**config.mk**
```make
export PLATFORM = sky130hd
export DESIGN_NAME = alu
export DESIGN_NICKNAME = d
export VERILOG_FILES = /design/src/rtl/alu_pkg.sv /design/src/rtl/alu_register_file.sv /design/src/rtl/alu.sv
export SDC_FILE = /design/constraint.sdc
export NUM_CORES = 1
export LEC_CHECK = 0
export BUFFER_PORTS_ARGS = -buffer_cell sky130_fd_sc_hd__buf_4
export CAP_MARGIN = 20
export CORE_ASPECT_RATIO = 0.6
export CORE_MARGIN = 2
export CORE_UTILIZATION = 50
export DETAILED_ROUTE_END_ITERATION = 6
export HOLD_SLACK_MARGIN = 0.08
export PLACE_DENSITY = 0.67
export SYNTH_ARGS = -nofsm -noshare
export SYNTH_HDL_FRONTEND = slang
export SYNTH_HIERARCHICAL = 1
export SYNTH_SLANG_ARGS = --single-unit
```
**constraint.sdc**
```tcl
create_clock -name i_clk -period 4.1 [get_ports i_clk]
set_clock_uncertainty 0.15 [all_clocks]
set_input_delay 0.41 -clock i_clk [delete_from_list [all_inputs] [get_ports i_clk]]
set_output_delay 0.41 -clock i_clk [all_outputs]
set_load 0.03 [all_outputs]
```
**src/rtl/alu_pkg.sv**
```systemverilog
// Shared definitions for the accumulator ALU: the operation encoding and the datapath sizes.
package pkg;

   localparam int DATA_W   = 8;
   localparam int NUM_REGS = 3;

   // All 16 encodings are legal, so incrementing past LOAD wraps back to ADD.
   typedef enum logic [3:0] {
      ADD  = 4'd0,
      SUB  = 4'd1,
      AND  = 4'd2,
      OR   = 4'd3,
      XOR  = 4'd4,
      NOT  = 4'd5,
      NAND = 4'd6,
      NOR  = 4'd7,
      XNOR = 4'd8,
      SHL  = 4'd9,
      SHR  = 4'd10,
      ROL  = 4'd11,
      ROR  = 4'd12,
      INC  = 4'd13,
      DEC  = 4'd14,
      LOAD = 4'd15
   } operation;

endpackage

```
**src/rtl/alu_register_file.sv**
```systemverilog
// Three operand holding registers, each loaded from the data bus, plus the operand B select mux.
import pkg::*;

module alu_register_file (
   input  logic              i_clk,
   input  logic              i_rst,
   input  logic [DATA_W-1:0] i_data,
   input  logic [2:0]        i_ce,
   input  logic [3:0]        i_mux_addr,
   output logic [DATA_W-1:0] o_operand_b
);

   logic [DATA_W-1:0] r_regs [NUM_REGS];

   genvar gi;
   generate
      for (gi = 0; gi < NUM_REGS; gi++) begin : g_reg
         always_ff @(posedge i_clk) begin
            if (i_rst)
               r_regs[gi] <= '0;
            else if (i_ce[gi])
               r_regs[gi] <= i_data;
         end
      end
   endgenerate

   // Reads see the pre-edge register value; a same-cycle write is not bypassed.
   always_comb begin
      o_operand_b = '0;
      case (i_mux_addr)
         4'd0:    o_operand_b = i_data;
         4'd1:    o_operand_b = r_regs[0];
         4'd2:    o_operand_b = r_regs[1];
         4'd3:    o_operand_b = r_regs[2];
         4'd4:    o_operand_b = 8'h01;
         default: o_operand_b = '0;
      endcase
   end

endmodule

```
**src/rtl/alu.sv**
```systemverilog
// 8-bit accumulator ALU: combines ACC with the selected operand each enabled cycle and writes back to ACC.
import pkg::*;

module alu (
   input  logic              i_clk,
   input  logic              i_rst,
   input  operation          i_operation_code,
   input  logic              i_acumulator_ce,
   input  logic [DATA_W-1:0] i_register_file,
   input  logic [2:0]        i_register_file_ce,
   input  logic [3:0]        i_register_file_mux_addr,
   output logic [DATA_W-1:0] o_acumulator
);

   logic [DATA_W-1:0] r_acc;
   logic [DATA_W-1:0] w_b;
   logic [DATA_W-1:0] w_result;

   alu_register_file u_register_file (
      .i_clk       (i_clk),
      .i_rst       (i_rst),
      .i_data      (i_register_file),
      .i_ce        (i_register_file_ce),
      .i_mux_addr  (i_register_file_mux_addr),
      .o_operand_b (w_b)
   );

   // Arithmetic wraps modulo 256; carries and borrows are simply dropped.
   always_comb begin
      w_result = r_acc;
      case (i_operation_code)
         ADD:  w_result = r_acc + w_b;
         SUB:  w_result = r_acc - w_b;
         AND:  w_result = r_acc & w_b;
         OR:   w_result = r_acc | w_b;
         XOR:  w_result = r_acc ^ w_b;
         NOT:  w_result = ~r_acc;
         NAND: w_result = ~(r_acc & w_b);
         NOR:  w_result = ~(r_acc | w_b);
         XNOR: w_result = ~(r_acc ^ w_b);
         SHL:  w_result = {r_acc[6:0], 1'b0};
         SHR:  w_result = {1'b0, r_acc[7:1]};
         ROL:  w_result = {r_acc[6:0], r_acc[7]};
         ROR:  w_result = {r_acc[0], r_acc[7:1]};
         INC:  w_result = r_acc + 8'd1;
         DEC:  w_result = r_acc - 8'd1;
         LOAD: w_result = w_b;
         default: w_result = r_acc;
      endcase
   end

   always_ff @(posedge i_clk) begin
      if (i_rst)
         r_acc <= '0;
      else if (i_acumulator_ce)
         r_acc <= w_result;
   end

   assign o_acumulator = r_acc;

endmodule

```
==> results of run 1 <==
## per-layer routing
metal | part of all wire [%] | wire length, um | track usage (%)
met1 | 48 | 4740 | 43.37
met2 | 38 | 3741 | 36.81
met3 | 13 | 1276 | 7.432
met4 | 1.2 | 114 | 5.222
met5 | 0 | 0 | 0
## metrics by stage
step / power [mW] / utilization, % / std cells / setup slack (ps) / cell area, sq um
detailed placement: 0.8623 / 54.91 / 502 / 193.1 / 3618
global route: 1.255 / 56.65 / 510 / 182.7 / 3734
global placement: 0.8567 / 54.91 / 502 / 176.7 / 3618
floorplan: 0.7439 / - / 399 / 334.4 / 3372
finish: 1.197 / 56.65 / 510 / 453.1 / 3734
CTS: 1.188 / 56.65 / 510 / 485.7 / 3734
## sequential cells by signal, indices dropped and copies added (netlist names)
name	flops
u_register_file/r_regs	24
o_acumulator	8
## worst max-delay path: stages
cell and delay (ps):
buf_4 130, or3_1 460, buf_4 190, nor2_1 100
a221o_1 210, buf_4 190, inv_1 80, nand3_1 100
o22ai_1 80, a221o_1 380, ha_1 340, o211ai_1 120
a21oi_1 80, a211oi_1 300, xnor2_1 180, a22oi_1 90
a211oi_1 260
## cell families after synthesis
family,synth area share [%]
flip-flops,26.12
AO/OA/AOI/OAI,25.23
AND/OR/NAND/NOR,23.38
multiplexers,3.636
adder cells (fa/ha/maj),9.499
XOR/XNOR,4.416
buffers and inverters,7.718
## where the power goes
part           internal, mW  switching, mW  total, mW  leakage (nW)
combinational         0.202          0.268      0.470          1.09
clock                 0.183          0.143      0.327        0.0548
sequential            0.377         0.0241      0.401         0.324
## synthesized netlist by cell type, types with 3 or more instances
cell       number  area (sq um)
nand2b_1       14         87.58
nor2_1         33         123.9
dfxtp_1         8         160.2
and3_1          4         25.02
a221o_1        13         130.1
o21ai_0        21         105.1
ha_1           24         300.3
a31oi_1         3         18.77
and2_1         24         150.1
inv_1          23         86.33
buf_2          13         65.06
nor3_1         10         50.05
xor2_1          5         43.79
xnor2_1        12         105.1
a21oi_1        22         110.1
a32oi_1         4         35.03
o211ai_1        8         60.06
mux2i_1        10         100.1
nor2b_1        10         62.56
nand2_1        19         71.32
a211oi_1        6         45.04
nand4_1         3         18.77
edfxtp_1       24         720.7
nand3_1         8         40.04
buf_6           7         78.83
or2_2           3         18.77
nand3b_1        3         22.52
a2bb2oi_1       3         26.28
o22ai_1        16         100.1
## worst min-delay path by stage
stage,from,end,slack [ps],depth (start not counted)
after floorplan,i_register_file[0],u_register_file/r_regs[0][0]$_SDFFCE_PN0P_,460,1
after global placement,o_acumulator[0]$_SDFFE_PP0P_,o_acumulator[0]$_SDFFE_PP0P_,380,2
after detailed placement,o_acumulator[0]$_SDFFE_PP0P_,o_acumulator[0]$_SDFFE_PP0P_,380,2
after CTS,i_rst,o_acumulator[3]$_SDFFE_PP0P_,240,2
after global routing,i_register_file[3],u_register_file/r_regs[2][3]$_SDFFCE_PN0P_,260,2
final,i_rst,o_acumulator[3]$_SDFFE_PP0P_,260,2
## area by class of cell
cell class                 count  area, sq um
tap                           87        108.9
inverter                      24        90.09
timing repair buffer          41        307.8
clock inverter                 3        46.29
sequential                    32        880.8
clock buffer                   5        68.82
multi-input combinational    318         2231
fill                         586         2856
==> reports/qor.csv, run 1 <==
metric,value,unit
die_w,110.0,um
antenna_found_initial,0,
ir_worst_vdd,0.1930,mV
hp-class,primary input to flop,
final_common_cell,buf_4,
placeableCoreArea,6590,sq um
drive_gt1_share,15.37,%
power_leakage,1.470,nW
yosysSeqAreaShare,26.12,%
path_class,primary input to flop,
whs,255.9,ps
htreeDepth,2,
ff2ff_setup_slack,470,ps
rows,23,
gp_congestion,1.007,
drc_errors,0,
hold_viol_final,0,
most-common-layout-cells,"buf_4 (41), nor2_1 (33), ha_1 (24), and2_1 (24), edfxtp_1 (24)",
num_vias,3270,
avgSynthCellArea,8.451,sq um
cts.repair.resized,0,
synthCells,399,
clk_path_buf_depth,2,
reg2reg_depth,15,
drtPass1Iterations,5,
start_kind,primary input,
crit_required,4160,ps
grt_max_degree,50,
arrival,3710,ps
relSlewSlack,59.75,%
finalCritPeriodShare,88.95,%
drv_slew,0,
clk_pin_slew,80,ps
wirelength,9.872,mm
timing.rr.start,u_register_file/r_regs[1][0]$_SDFFCE_PN0P_,
grt-ovfl-total,0,
rsz0062_at_grt,no,
status,completed,
grt_pass1_vias,2889,
antenna_cells,0,
synth_edf_count,24,
port_buffers,29,
async_flop_share,0,%
synthesis.nets,446,
fp.dieH,67.61,um
crit_start,i_register_file_mux_addr[0],
via_per_inst,6.412,
finalCriticalPeriod,3647,ps
io_pins,30,
p_per_area,320.6,nW/um^2
yosys_warnings,6,
synth_area,3372,sq um
setup_tns,0,ps
crit_fanout,6,
track_usage,27.62,%
initial_core_util,51.17,%
r2r-end,o_acumulator[7]$_SDFFE_PP0P_,
wire_per_inst,19.36,um
clock.fmax,274.2,MHz
cts_made_buffers,5,
antenna_left,0,
endpoint,o_acumulator[5]$_SDFFE_PP0P_,
cts_tree,yes,
worstMarginPinSlew,602.6,ps
finalSetupViolations,0,
dp_hpwl,7.384,mm
yosys_register_bits,32,
dieArea,7438,sq um
crit_path_end_kind,flop,
cts_setup_buffers,0,
hold_buffers,0,
cts.sinks,32,
clockRootBuffer,clkbuf_8,
drt_iter0_drc,441,
syn_to_final_growth,10.72,%
synth_flop_cell,edfxtp_1,
layout.nets,469,
drv_cap,0,
grt_pass1_wl,15.41,mm
synth.distinct_cells,63,
clk_latency,300,ps
Note: power is estimated with default switching activity, not from simulation.
==> run 2, diff against run 1 <==
- CORE_UTILIZATION: 50 -> 40
- CTS_BUF_LIST: unset -> sky130_fd_sc_hd__clkbuf_8
- PLACE_DENSITY: 0.67 -> 0.55
- clock period: 4.1 -> 4 ns (I/O delays scaled with it)
==> run 2 against run 1 <==
  * Sequential share of layout area shrank 0.47 points
  * Highest routed layer unchanged
  * Critical path depth shrank 1
  * Largest power group unchanged
  * Largest cell class unchanged
  * Final area grew 2.0%
  * Worst setup slack lost 190 ps
==> reports/qor.csv, run 2 (synthesis results as in run 1) <==
metric,value,unit,change
status,completed,,
rows,25,,+8.7%
finalCriticalPeriod,3742,ps,
slowest_stage,or3_1,,
die_w,122.5,um,+11%
drc_errors,0,,unchanged
critical_path_depth,16,,-1
reg2reg_depth,15,,unchanged
worstPathCellList,buf_4 > or3_1 > nor2_1 > a221o_1 > inv_1 > ha_1 > nand4_1 > nor2b_1 > o22ai_1 > a221o_1 > ha_1 > a2111o_1 > o22ai_1 > xnor2_1 > xnor2_1 > a21oi_1,,
dp_hpwl,7.816,mm,+5.9%
finalCritPeriodShare,93.55,%,
htreeDepth,2,,unchanged
internal-power,0.7299,mW,-4.2%
worstMarginPinSlew,622.2,ps,+19.66 ps
port_buffers,29,,unchanged
timing.rr.start,u_register_file/r_regs[1][0]$_SDFFCE_PN0P_,,
grt_pass1_vias,3024,,+4.7%
clk_pin_slew,80,ps,about the same
rsz0062_at_grt,no,,
p_per_area,309.2,nW/um^2,-3.6%
clockRootBuffer,clkbuf_8,,
clk_latency,290,ps,about the same
drv_cap,0,,unchanged
switching_power,0.4476,mW,+2.8%
drtPass1Iterations,5,,unchanged
largest_register_ffs,24,,unchanged
crit_family,compound AO/OA/AOI/OAI gates,,
dieArea,9204,sq um,+24%
crit_path_end_kind,flop,,
power_leakage,1.504,nW,+2.3%
wire_per_inst,19.45,um,+0.48%
grt_pass1_wl,16.72,mm,+8.5%
hold_depth,2,,unchanged
hold_viol_final,0,,unchanged
cts_tree,yes,,
via_per_inst,6.067,,-5.4%
relSlewSlack,58.43,%,-1.3 points
gp_congestion,0.9908,,-1.6%
crit_fanout,7,,+1
drive_gt1_share,17.36,%,+2.0 points
antenna_found_initial,0,,unchanged
clock.fmax,267.2,MHz,
crit_required,4010,ps,-150 ps
cts_made_buffers,5,,unchanged
io_pins,30,,unchanged
finalSetupViolations,0,,unchanged
final_common_cell,buf_4,,
antenna_left,0,,unchanged
arrival,3750,ps,+40 ps
cts.sinks,32,,unchanged
p_clk_share,22.0,%,-5.3 points
max_flop_register,u_register_file/r_regs,,
grt-ovfl-total,0,,unchanged
antenna_cells,0,,unchanged
fin_area,3809,sq um,+2.0%
wirelength,10.50,mm,+6.4%
drt_iter0_drc,425,,-3.6%
most-common-layout-cells,"buf_4 (50), nor2_1 (33)",,
track_usage,23.82,%,-3.8 points
start_kind,primary input,,
swShare,38.01,%,+1.7 points
fp.dieH,75.12,um,+11%
crit_buf_inv,2,,-2
place_inst,531,,+5.8%
power_frac_comb,42.9,%,+3.7 points
clk_path_buf_depth,2,,unchanged
place_area,3705,sq um,+2.4%
placeableCoreArea,8039,sq um,+22%
num_vias,3276,,+0.18%
syn_to_final_growth,12.95,%,
initial_core_util,41.95,%,-9.2 points
hold_start,i_register_file[5],,
hp-class,primary input to flop,,
ir_worst_vdd,0.1378,mV,-29%
crit_start,i_register_file_mux_addr[0],,
layout.nets,478,,+1.9%
pwr-share-seq,35.0,%,+1.5 points
drv_slew,0,,unchanged
slowest_delay,530,ps,+70 ps
grt_max_degree,45,,-10%
path_class,primary input to flop,,
whs,264.4,ps,+8.482 ps
setup_tns,0,ps,unchanged
stdcell_count,540,,+5.9%
-- run 2: changes by cell type in the layout (fill, tap and decap cells not counted) --
cell and change:
fa_2 +1, a211oi_1 -1, fa_1 -1, buf_4 +9
bufinv_16 -1, clkinv_4 +1, inv_1 +1, a211oi_2 +1
inv_6 -1
-- run 2: worst paths after layout --
check | end | slack (ps)
max | o_acumulator[7]$_SDFFE_PP0P_ | 260
min | u_register_file/r_regs[2][5]$_SDFFCE_PN0P_ | 260
max reg2reg | o_acumulator[7]$_SDFFE_PP0P_ | 300
min reg2reg | o_acumulator[0]$_SDFFE_PP0P_ | 390
-- run 2: power groups by stage --
stage / logic [mW] / registers (mW) / clock network (mW)
after floorplan: 0.337 / 0.426 / 0
after global placement: 0.484 / 0.419 / 0
after detailed placement: 0.484 / 0.419 / 0
after CTS: 0.488 / 0.411 / 0.267
after global routing: 0.548 / 0.415 / 0.281
final: 0.505 / 0.412 / 0.260
-- run 2: area by class of cell --
| class | instances | area (sq um) |
|---|---|---|
| fill | 791 | 4230 |
| inverter | 24 | 90.09 |
| timing repair buffer | 50 | 375.4 |
| clock inverter | 3 | 20.02 |
| multi-input combinational | 318 | 2238 |
| tap | 108 | 135.1 |
| clock buffer | 5 | 68.82 |
| sequential | 32 | 880.8 |
-- run 2: through the flow --
stage / worst slack (ps) / utilization [%] / power, mW
floorplan: 244.4 / - / 0.7625
global placement: -28.34 / 46.09 / 0.9032
detailed placement: 44.07 / 46.09 / 0.9029
CTS: 298.0 / 47.19 / 1.166
global route: 24.10 / 47.38 / 1.244
finish: 258.1 / 47.38 / 1.177
-- run 2: what timing repair did --
item                                    in CTS  in global routing
hold buffers                                 0                  0
endpoints found under the setup margin       0                  2
gates resized for setup                      0                  2
setup buffers                                0                  1
-- run 2: metal layers --
layer,wire [um],GRT usage (%),vias up
met2,3805,30.25,175
met1,5458,39.51,1544
met3,1162,5.303,12
met4,76,4.087,0
li1,-,-,1545
met5,0,0,-
==> run 3, diff against run 2 <==
- ABC_AREA: unset -> 1
- CAP_MARGIN: 20 -> unset
- PLACE_DENSITY: 0.55 -> 0.69
==> run 3 against run 2 <==
  * Power decreased by 13%
  * Combinational power down 28%
  * Global-route usage is 0.080 points higher
  * Hold slack got worse by 73 ps
  * Routed wire length shrank 13%
  * Critical path depth is the same
  * Die area is 14% lower
  * Flip-flop and latch count unchanged
  * Non-clock buffer count decreased by 20
  * Critical endpoint is now o_acumulator[3]$_SDFFE_PP0P_
  * Sequential share of layout area up 3.7 points
  * Synthesized cell count is 1.5% higher
  * Synthesized area decreased by 14%
==> reports/qor.csv, run 3 <==
metric,value,unit,change
gp_congestion,0.9413,,-5.0%
arrival,3230,ps,-520 ps
r2r-end,o_acumulator[5]$_SDFFE_PP0P_,,
synth_area_leaders,"edfxtp_1 (25%), ha_1 (10%), nand2_1 (8.4%)",,
drt_iter0_drc,566,,+33%
hold_viol_final,0,,unchanged
stdcell_count,525,,-2.8%
start_kind,primary input,,
clk_path_buf_depth,2,,unchanged
io_pins,30,,unchanged
max_flop_register,u_register_file/r_regs,,
cts_tree,yes,,
port_buffers,29,,unchanged
p_per_area,313.0,nW/um^2,+1.2%
synth_flop_cell,edfxtp_1,,
synth_top_area_share,24.88,%,+3.5 points
clock.fmax,313.3,MHz,+17%
yosysSeqAreaShare,30.41,%,+4.3 points
die_w,113.9,um,-7.1%
crit_buf_inv,3,,+1
antenna_left,0,,unchanged
synthCells,405,,+1.5%
htreeDepth,2,,unchanged
worstMarginPinSlew,498.5,ps,-123.7 ps
drive_gt1_share,14.16,%,-3.2 points
hold_start,i_rst,,
slowest_delay,320,ps,-210 ps
clockRootBuffer,clkbuf_8,,
layout.nets,484,,+1.3%
cts_setup_buffers,0,,unchanged
via_per_inst,5.930,,-2.3%
synthTopCellsByCount,"nand2_1 (65), nor2_1 (65), inv_1 (46)",,
most-common-layout-cells,"nand2_1 (65), nor2_1 (65), inv_1 (47)",,
antenna_cells,0,,unchanged
clk_latency,290,ps,about the same
synthesis.nets,452,,+1.3%
crit_path_end_kind,flop,,
path_class,primary input to flop,,
fp.dieH,69.92,um,-6.9%
place_inst,517,,-2.6%
finalSetupViolations,0,,unchanged
hp-class,primary input to flop,,
drc_errors,0,,unchanged
slowest_stage,ha_1,,
synth_area,2897,sq um,-14%
hold_depth,2,,unchanged
drv_slew,0,,unchanged
track_usage,23.90,%,+0.080 points
finalCriticalPeriod,3192,ps,-550.2 ps
dp_hpwl,7.034,mm,-10%
cts.repair.resized,0,,unchanged
yosys_register_bits,32,,unchanged
setup_tns,0,ps,unchanged
ff2ff_setup_slack,1030,ps,+730 ps
finalCritPeriodShare,79.79,%,-14 points
timing.rr.start,u_register_file/r_regs[2][0]$_SDFFCE_PN0P_,,
crit_family,simple AND/OR/NAND/NOR gates,,
ir_worst_vdd,0.1150,mV,-17%
drv_cap,0,,unchanged
wire_per_inst,17.43,um,-10%
async_flop_share,0,%,unchanged
status,completed,,
rsz0062_at_grt,no,,
synth_edf_count,24,,unchanged
grt_pass1_wl,14.72,mm,-12%
antenna_found_initial,0,,unchanged
grt-ovfl-total,0,,unchanged
final_core_util,48.03,%,+0.65 points
hold_path_end,o_acumulator[0]$_SDFFE_PP0P_,,
avgSynthCellArea,7.152,sq um,-15%
clk_pin_slew,70,ps,about the same
initial_core_util,42.29,%,+0.35 points
relSlewSlack,66.76,%,+8.3 points
synth_top_area_cell,edfxtp_1,,
worstPathCellList,buf_4 > nor2_4 > buf_4 > nand3_1 > nand4_1 > inv_1 > ha_1 > xnor2_1 > o21ai_0 > ha_1 > a21oi_1 > nand2_1 > o21ai_0 > a21oi_1 > nor4_1 > nor2_1,,
placeableCoreArea,6849,sq um,-15%
synth.distinct_cells,37,,-41%
crit_start,i_register_file_mux_addr[3],,
yosys_warnings,6,,unchanged
reg2reg_depth,19,,+4
hold_buffers,0,,unchanged
grt_pass1_vias,2731,,-9.7%
grt_max_degree,27,,-40%
num_vias,3113,,-5.0%
n_fill_cell,682,,-14%
cts.sinks,32,,unchanged
power_leakage,1.473,nW,-2.1%
largest_register_ffs,24,,unchanged
dieArea,7961,sq um,-14%
crit_fanout,26,,+19
crit_required,4030,ps,+20 ps
rows,23,,-8.0%
syn_to_final_growth,13.56,%,
cts_made_buffers,5,,unchanged
drtPass1Iterations,6,,+1
wirelength,9.153,mm,-13%
-- run 3: cell types whose count changed after synthesis, sizes merged, moves of 10 or more --
cell and change:
and2 -24, nor2b -10, xnor2 -11, o21ai +12
buf -19, nand2 +48, a221o -13, mux2i -10
nand2b -14, nor2 +37, nand4 +15, inv +27
nand3 +33
-- run 3: worst max path at each step --
stage                                   endpoint  slack, ps  cells after the start
floorplan           o_acumulator[5]$_SDFFE_PP0P_       1150                     19
global placement    o_acumulator[3]$_SDFFE_PP0P_        630                     16
detailed placement  o_acumulator[3]$_SDFFE_PP0P_        570                     16
CTS                 o_acumulator[3]$_SDFFE_PP0P_        870                     16
global route        o_acumulator[7]$_SDFFE_PP0P_        540                     20
finish              o_acumulator[3]$_SDFFE_PP0P_        810                     16
-- run 3: power breakdown --
part           switching [mW]  total (mW)  internal [mW]
Clock                   0.134       0.255          0.121
Combinational           0.236       0.363          0.127
Sequential             0.0252       0.411          0.386
-- run 3: logic make-up (layout without fill, tap and decap cells) --
family	count (synthesis)	in the layout	synth area share (%)
and+or+nand+nor	211	211	33.95
AOI/OAI and AO/OA	75	75	15.25
buffers and inverters	57	90	7.818
DFF	32	32	30.41
adders and majority gates	25	25	11.06
xor gates and xnor gates	5	5	1.512
-- run 3: routing by layer --
| layer | wire length (um) | track usage, % | share of wire [%] | vias up |
|---|---|---|---|---|
| li1 | - | - | - | 1465 |
| met1 | 4259 | 37.82 | 47 | 1403 |
| met2 | 3440 | 30.74 | 38 | 216 |
| met3 | 1274 | 6.424 | 14 | 29 |
| met4 | 179 | 7.182 | 2.0 | 0 |
| met5 | 0 | 0 | 0 | - |
-- run 3: final cells by class --
cell class / count / area, sq um / area share, %
clock buffer: 5 / 68.82 / 2.092
clock inverter: 3 / 20.02 / 0.6086
inverter: 52 / 196.4 / 5.972
multi-input combinational: 316 / 1789 / 54.39
sequential: 32 / 880.8 / 26.78
tap: 87 / 108.9 / 3.309
timing repair buffer: 30 / 225.2 / 6.847
-- run 3: per-stage QoR --
step | cell area (sq um) | hold slack (ps) | power (mW) | setup slack [ps]
after floorplan | 2897 | 319.1 | 0.6563 | 1155
after global placement | 3201 | 361.7 | 0.7626 | 629.1
after detailed placement | 3201 | 364.1 | 0.7689 | 572.6
after CTS | 3289 | 177.2 | 1.024 | 870.8
after global routing | 3289 | 181.1 | 1.100 | 537.1
final | 3289 | 190.9 | 1.030 | 808.3
